### config.mk
export PLATFORM = sky130hd
export DESIGN_NAME = icache_fetch
export DESIGN_NICKNAME = d
export VERILOG_FILES = /design/src/rtl/icache_fetch.sv
export SDC_FILE = /design/constraint.sdc
export NUM_CORES = 2
export LEC_CHECK = 0
export ABC_AREA = 1
export CORE_UTILIZATION = 45
export CTS_CLUSTER_DIAMETER = 200
export DETAILED_ROUTE_END_ITERATION = 10
export PLACE_DENSITY_LB_ADDON = 0.05
export SYNTH_ARGS = -nofsm -noshare
export SYNTH_HDL_FRONTEND = slang
export SYNTH_SLANG_ARGS = --single-unit
### constraint.sdc
create_clock -name i_clk -period 6.1 [get_ports i_clk]
set_input_delay 1.83 -clock i_clk [delete_from_list [all_inputs] [get_ports i_clk]]
set_output_delay 1.83 -clock i_clk [all_outputs]
set_load 0.02 [all_outputs]
### src/rtl/icache_fetch.sv
// Purpose: direct-mapped instruction cache returning 4 consecutive words per fetch PC plus a prefix-miss vector.
// Latency: lookup is combinational; a missing line is available 1 cycle after its last refill beat.
// Backpressure: the refill request holds until i_mem_req_ready; response beats have no backpressure.
module icache_fetch #(
  parameter  int LINES = 16,
  localparam int IDX_W = $clog2(LINES)
) (
  input  logic         i_clk,
  input  logic         i_rst,
  input  logic [31:0]  i_pc,
  input  logic         i_invalidate,
  output logic [127:0] o_inst,
  output logic [3:0]   o_cache_miss,
  output logic         o_mem_req_valid,
  input  logic         i_mem_req_ready,
  output logic [31:0]  o_mem_req_addr,
  input  logic         i_mem_resp_valid,
  input  logic [31:0]  i_mem_resp_data
);

  localparam int TAG_W = 28 - IDX_W;

  localparam logic [1:0] S_IDLE = 2'd0;
  localparam logic [1:0] S_REQ  = 2'd1;
  localparam logic [1:0] S_FILL = 2'd2;

  logic [1:0]       state;
  logic [LINES-1:0] valid;
  logic [TAG_W-1:0] tag_arr  [LINES];
  logic [31:0]      data_arr [LINES][4];

  logic [IDX_W-1:0] idx;
  logic [IDX_W-1:0] ridx;
  logic [TAG_W-1:0] tag;
  logic [TAG_W-1:0] rtag;
  logic [1:0]       off;
  logic [1:0]       cnt;
  logic             line_hit;
  logic             fill_beat;
  logic             last_beat;
  logic [2:0]       slot;

  // Word-select bits below the word boundary carry no information.
  logic unused_pc_bits;
  assign unused_pc_bits = ^i_pc[1:0];

  assign off       = i_pc[3:2];
  assign idx       = i_pc[4 +: IDX_W];
  assign tag       = i_pc[31:4+IDX_W];
  assign line_hit  = valid[idx] && (tag_arr[idx] == tag);
  assign fill_beat = (state == S_FILL) && i_mem_resp_valid;
  assign last_beat = fill_beat && (cnt == 2'd3);

  assign o_mem_req_valid = (state == S_REQ);

  // Lookup: slots past the line end always miss; everything misses while a refill is in flight.
  always_comb begin
    o_cache_miss = 4'b1111;
    o_inst       = '0;
    slot         = '0;
    if (state == S_IDLE && line_hit) begin
      for (int k = 0; k < 4; k++) begin
        slot = {1'b0, off} + 3'(k);
        if (slot <= 3'd3) begin
          o_cache_miss[k]    = 1'b0;
          o_inst[32*k +: 32] = data_arr[idx][slot[1:0]];
        end
      end
    end
  end

  // Refill control and line valid bits; invalidate overrides a line completing on the same edge.
  always_ff @(posedge i_clk or posedge i_rst) begin
    if (i_rst) begin
      state          <= S_IDLE;
      valid          <= '0;
      cnt            <= 2'd0;
      o_mem_req_addr <= 32'd0;
      ridx           <= '0;
      rtag           <= '0;
    end else begin
      if (i_invalidate) begin
        valid <= '0;
      end else if (last_beat) begin
        valid[ridx] <= 1'b1;
      end

      case (state)
        S_IDLE: begin
          if (!line_hit && !i_invalidate) begin
            ridx           <= idx;
            rtag           <= tag;
            o_mem_req_addr <= {i_pc[31:4], 4'b0000};
            state          <= S_REQ;
          end
        end
        S_REQ: begin
          if (i_mem_req_ready) begin
            cnt   <= 2'd0;
            state <= S_FILL;
          end
        end
        S_FILL: begin
          if (i_mem_resp_valid) begin
            cnt <= cnt + 2'd1;
            if (cnt == 2'd3) begin
              state <= S_IDLE;
            end
          end
        end
        default: state <= S_IDLE;
      endcase
    end
  end

  // Data and tag storage is never reset; the valid bits alone qualify it.
  always_ff @(posedge i_clk) begin
    if (fill_beat) begin
      data_arr[ridx][cnt] <= i_mem_resp_data;
      if (cnt == 2'd3) begin
        tag_arr[ridx] <= rtag;
      end
    end
  end

endmodule

==> After elaboration in Yosys (flattened, before gate mapping) <==
Memory sizes are Yosys's and may differ from the RTL's.
Cells that the tools add are included.
{ "word_totals": {"out_inout_bits": 165, "ram_bits": 2432, "inputBits": 69, "ff_bits": 76, "n_memories": 2, "wordCells": 97} }
{ "classes": {"addsub": 4, "mux": 43, "eq_ne": 8, "magnitude_cmp": 13, "n_reduce_logical": 15, "n_bitwise": 6} }
{ "memory_table": {"columns": ["memory", "depth", "word_bits", "rd", "rd_ports_with_merged_regs", "wr", "line", "source"], "rows": [
  ["data_arr", 16, 128, 1, 0, 1, "30", "logic [31:0] data_arr [LINES][4];"],
  ["tag_arr", 16, 24, 1, 0, 1, "29", "logic [TAG_W-1:0] tag_arr [LINES];"]
]} }
{ "op_table": {"columns": ["operator", "n"], "rows": [
  ["2-to-1 mux 32 bit", 13],
  ["binary-select mux 32 bit (select 2 bit)", 4],
  ["2-to-1 mux 128 bit", 2],
  ["demux 32 bit (select 2 bit)", 1],
  ["2-to-1 mux 16 bit", 2],
  ["equality test 24 bit", 1],
  ["bitwise OR 16 bit", 1],
  ["greater-or-equal comparator 3 bit, second input constant", 5],
  ["inverter 2 -> 3 bit", 5],
  ["2-to-1 mux 2 bit", 6],
  ["less-than comparator 4 x 5 -> 1 bit, second input constant", 2],
  ["2-to-1 mux 1 bit", 10],
  ["<= comparator 3 x 2 -> 1 bit, second input constant", 3],
  ["logical AND 1 bit", 7],
  ["adder 2 x 2 -> 3 bit, second input constant", 2],
  ["!= test 2 x 1 -> 1 bit, second input constant", 3],
  ["one-hot mux 2 bit (3 select lines)", 1],
  ["binary-select mux 1 bit (select 4 bit)", 1],
  ["demux 1 bit (select 4 bit)", 1],
  ["equality test 2 bit, second input constant", 2],
  ["greater-or-equal comparator 4 x 1 -> 1 bit, second input constant", 1],
  ["2-to-1 mux 4 bit", 1],
  ["one-hot mux 2 bit (2 select lines)", 1],
  ["AND reduction 4 bit", 1],
  ["11 further kinds", 13]
]} }

==> Longest topological paths before layout <==
{ "depth": {"word_depth": 7, "depth_mapped": 21, "mapped_depth_nobuf": 17} }

==> Worst setup path before layout <==
OpenSTA, ideal clock, no wires.
{ "synth_path": {"path_kind": "input -> output", "start": "input port i_pc[2]", "end": "output port o_inst[97]", "arrival_ns": 4.009, "n_path_buf": 4, "t_required_ns": 4.270, "stages": 10, "setup_slack_ns": 0.261, "path_cell_list": "inv_1 > clkbuf_1 > clkbuf_1 > ha_1 > clkbuf_1 > inv_2 > buf_1 > mux2i_1 > inv_1 > nor2_1"} }
{ "synth_between": {"elab_chain_len": 7, "elab_cells_between_ends": 8, "cone_classes": "1 x add/sub; 1 x order compare; 5 x mux; 1 x bitwise"} }
{ "synth_lines": {"columns": ["element", "line", "source"], "rows": [
  ["start: declaration", "10", "input logic [31:0] i_pc,"],
  ["adder 2 x 2 -> 3 bit *", "63", "slot = {1'b0, off} + 3'(k);"],
  ["inverter 2 -> 3 bit (not written as such)", "66", "o_inst[32*k +: 32] = data_arr[idx][slot[1:0]];"],
  ["binary-select mux 32 bit (select 2 bit)", "66", null],
  ["2-to-1 mux 32 bit (not written as such) (2 in a row)", "66", null],
  ["2-to-1 mux 32 bit *", "64", "if (slot <= 3'd3) begin"],
  ["2-to-1 mux 128 bit *", "61", "if (state == S_IDLE && line_hit) begin"],
  ["end: declaration", "12", "output logic [127:0] o_inst,"]
]} }
Every way passes the cells marked *; elsewhere a longest branch is shown, timed or not. The select of a mux whose other input is x is not followed.

==> Worst setup path after layout <==
{ "layout_path": {"start": "input port i_pc[4]", "end": "output port o_inst[82]"} }
{ "layout_between": {"elab_chain_len": 6, "elab_cells_between_ends": 12, "cone_classes": "1 x eq/ne; 7 x mux; 2 x reduce/logical; 2 x memory"} }
{ "layout_lines": {"columns": ["element", "line"], "rows": [
  ["memory read (16 x 128 bit)", null],
  ["binary-select mux 32 bit (select 2 bit)", "66"],
  ["2-to-1 mux 32 bit (not written as such) (2 in a row)", "66"],
  ["2-to-1 mux 32 bit", "64"],
  ["2-to-1 mux 128 bit *", "61"]
]} }
Marked as above.

==> flow_summary.toml <==
[run_status]
outcome = "complete, but fails checks"
violations = "setup timing"

[global_routing]
grt_use_met1 = 0.393
grt_pass1_vias = 65500
grt_overflow_total = 0
top_usage_layer = "met2"
gr-usage-met2 = 0.449
grt_use_total = 0.278
met3_usage = 0.0377
grt_pass1_wl_mm = 462
antenna_found_initial = 17
grt_max_degree = 99

[pwr]
power_leakage_nw = 42.9
p_clk_frac = 0.400
p_sw_frac = 0.244
comb_power_share = 0.096
p_seq_frac = 0.504
irDropWorstVdd_uv = 200
intPower_mw = 29.7
p_sw_mw = 9.57
power_per_cell_area_nw_per_um2 = 319

[drt]
firstDrtPassIters = 5
wl_per_cell_um = 27.1
vias_per_cell = 5.79
drt_iter0_drc = 6927
route.vias.total = 69600
drt_wl_total_mm = 326
ant_nets = 0
drcViolationCount = 0

[timing]
finalCritPeriodShare = 1.06
max_clock_freq_mhz = 155
worstMarginPinSlew_ns = 1.35
min_period_ns = 6.45
rsz0062_at_grt = "true"
report.final.setup_viol = 126
clock_skew_ns = 0.0414
final_max_slew_viol_count = 0
finalHoldViolCount = 0
setup_ws_ns = -0.352
setup_tns_ns = -17.27
max-slew-margin-rel = 0.103

[cts]
clk_latency_ns = 0.94
path_clk_slew_ns = 0.06
cts_sinks = 2480
cts_tree = "done"
cts-buffers-inserted = 281
cts-htree-levels = 5
ctsRootBufferMaster = "clkbuf_16"
clockBufferDepth = 4

[placement]
finalWeightedCongestion = 0.871
dp_hpwl_mm = 177
placed_area_um2 = 112000
io_buffers = 227

[die]
die_h_um = 477
die_w_um = 477
num_io_pins = 234
initial_core_util = 0.452
placementRows = 174
dieArea_um2 = 228000
fp.coreArea_um2 = 225000

[logic_synthesis]
ys_top_cells_by_area = "edfxtp_1 72%, o21ai_0 5.8%, nor2_1 4.6%, nand2_1 3.9%, nand3_1 2.4%"
yosys_register_bits = 2480
synth_area_per_cell_um2 = 12.3
synth_top_area_share = 0.719
synth_async_sr_flop_share = 0.0194
synth_top_area_cell = "edfxtp_1"
synth_ff_type = "edfxtp_1"
synthDistinctLibCells = 38
synth_edf_count = 2432
ys_seq_area_frac = 0.731
ys_warn_count = 0
syn_inst = 8243
syn_area_um2 = 102000

[layout]
drive_above_1_share = 0.167
finish.instance_area_um2 = 123000
layout_common_cells = "2432 x edfxtp_1, 1170 x nor2_1, 1153 x o21ai_0, 997 x nand2_1, 442 x nand3_1"
final_common_cell = "edfxtp_1"
layout.nets = 8890
syn2layout_area_growth_pct = 20.9
final_core_util = 0.547

[critical_path]
crit_fanout = 7
critPathBufInv = 10
crit_type = "in2out"
crit_family = "buffers and inverters"
critical-path-max-stage-delay_ns = 0.23
crit_chain = "buf_16 -> buf_8 -> buf_16 -> clkbuf_16 -> nand2_2 -> nand3_1 -> nand3_2 -> nand3_2 -> nand2_1 -> nand2_1 -> nand2_2 -> nand2_2 -> nor2_4 -> nand3_4 -> nor2_8 -> buf_6 -> nand3_4 -> buf_12 -> buf_12 -> buf_8 -> nor2_4 -> buf_6 -> buf_6"
worstSetupEndpointType = "output port"
crit_required_ns = 4.27
arrival_ns = 4.62
worstSetupStartpointType = "input port"
crit_path_top_delay_cell = "nor2_8"

[min_path]
hp-class = "reg2reg"

[flow_run]
max_cap_violations = 0
## final cells by class
| type | count | area (µm²) |
|---|---|---|
| Antenna cell | 8 | 20.0 |
| Clock buffer | 355 | 7490 |
| Clock inverter | 118 | 851 |
| Fill cell | 18800 | 102000 |
| Inverter | 298 | 1180 |
| Multi-Input combinational cell | 4883 | 24800 |
| Sequential cell | 2480 | 74200 |
| Tap cell | 2992 | 3740 |
| Timing Repair Buffer | 864 | 10400 |
| Timing Repair inverter | 6 | 77.6 |
## power by group through the flow
stage | sequential [mW] | clock [mW] | combinational (mW)
2_1_floorplan | 20.0 | 0 | 1.61
3_3_place_gp | 20.1 | 0 | 3.45
3_5_place_dp | 20.1 | 0 | 3.48
4_1_cts | 19.8 | 16.0 | 3.66
5_1_grt | 19.8 | 16.6 | 4.04
6_report | 19.8 | 15.7 | 3.77
## Yosys cell counts (6+ instances only)
| library cell | count |
|---|---|
| edfxtp_1 | 2432 |
| inv_1 | 292 |
| mux2i_1 | 88 |
| o21ai_0 | 1183 |
| buf_4 | 30 |
| nor2_1 | 1247 |
| nand3b_1 | 7 |
| o21ai_1 | 100 |
| a21oi_2 | 6 |
| ha_1 | 7 |
| a21oi_1 | 6 |
| or2_2 | 10 |
| clkbuf_1 | 331 |
| nand3_1 | 497 |
| dfrtp_1 | 48 |
| o221ai_1 | 201 |
| a31oi_1 | 6 |
| buf_1 | 63 |
| o22ai_1 | 306 |
| nand2_1 | 1054 |
| o211ai_1 | 58 |
| buf_2 | 137 |
| nor2_2 | 87 |
| buf_6 | 24 |
## worst paths after layout
path	start	end	slack, ns	cells past startpoint
max	i_pc[4]	o_inst[82]	-0.35	23
min	valid[13]	valid[13]	0.49	2
max reg2reg	state[0]	data_arr[14][5]	3.16	8
min reg2reg	valid[13]	valid[13]	0.49	2
max in group asynchronous	i_rst	valid[4]	4.12	3
min in group asynchronous	i_rst	rtag[4]	1.44	3
## tightest hold or removal path, cell delays in order, from the launching register on
cell,delay (ns)
dfrtp_1,0.34
nor2_1,0.05
nor2_1,0.07
## cells by family after synthesis
logic type,synth area share
muxes,0.00867
buffers and inverters,0.0372
adders and majority gates,0.000862
AOI/OAI and AO/OA,0.105
DFF,0.731
and+or+nand+nor,0.117
other,0.0000369
## state kept, by name (all words and copies together), names as in the netlist
name	flops
data_arr	2048
o_mem_req_addr	1
state	2
cnt	2
tag_arr	384
rtag	24
ridx	3
valid	16
## per-stage QoR
stage / hold WS (ns) / cells / setup WS (ns) / power (mW)
2_1_floorplan: 0.466 / 8246 / 0.261 / 21.6
3_3_place_gp: 0.479 / 11400 / -0.794 / 23.6
3_5_place_dp: 0.486 / 11400 / -0.752 / 23.6
4_1_cts: 0.498 / 11900 / -0.269 / 39.4
5_1_grt: 0.518 / 12000 / -0.427 / 40.5
6_report: 0.491 / 12000 / -0.352 / 39.2
## metal layers
layer / vias up / wire (µm)
li1: 31100 / -
met1: 35400 / 139000
met2: 2557 / 154000
met3: 498 / 22000
met4: 2 / 10100
met5: - / 10
## what timing repair did
item,4_1_cts,5_1_grt
hold buffers,0,0
gates cloned,33,20
resized for setup,553,405
pin swaps,30,28
setup buffers,29,29
endpoints found under the setup margin,132,132
(Power assumes the default switching activity.)
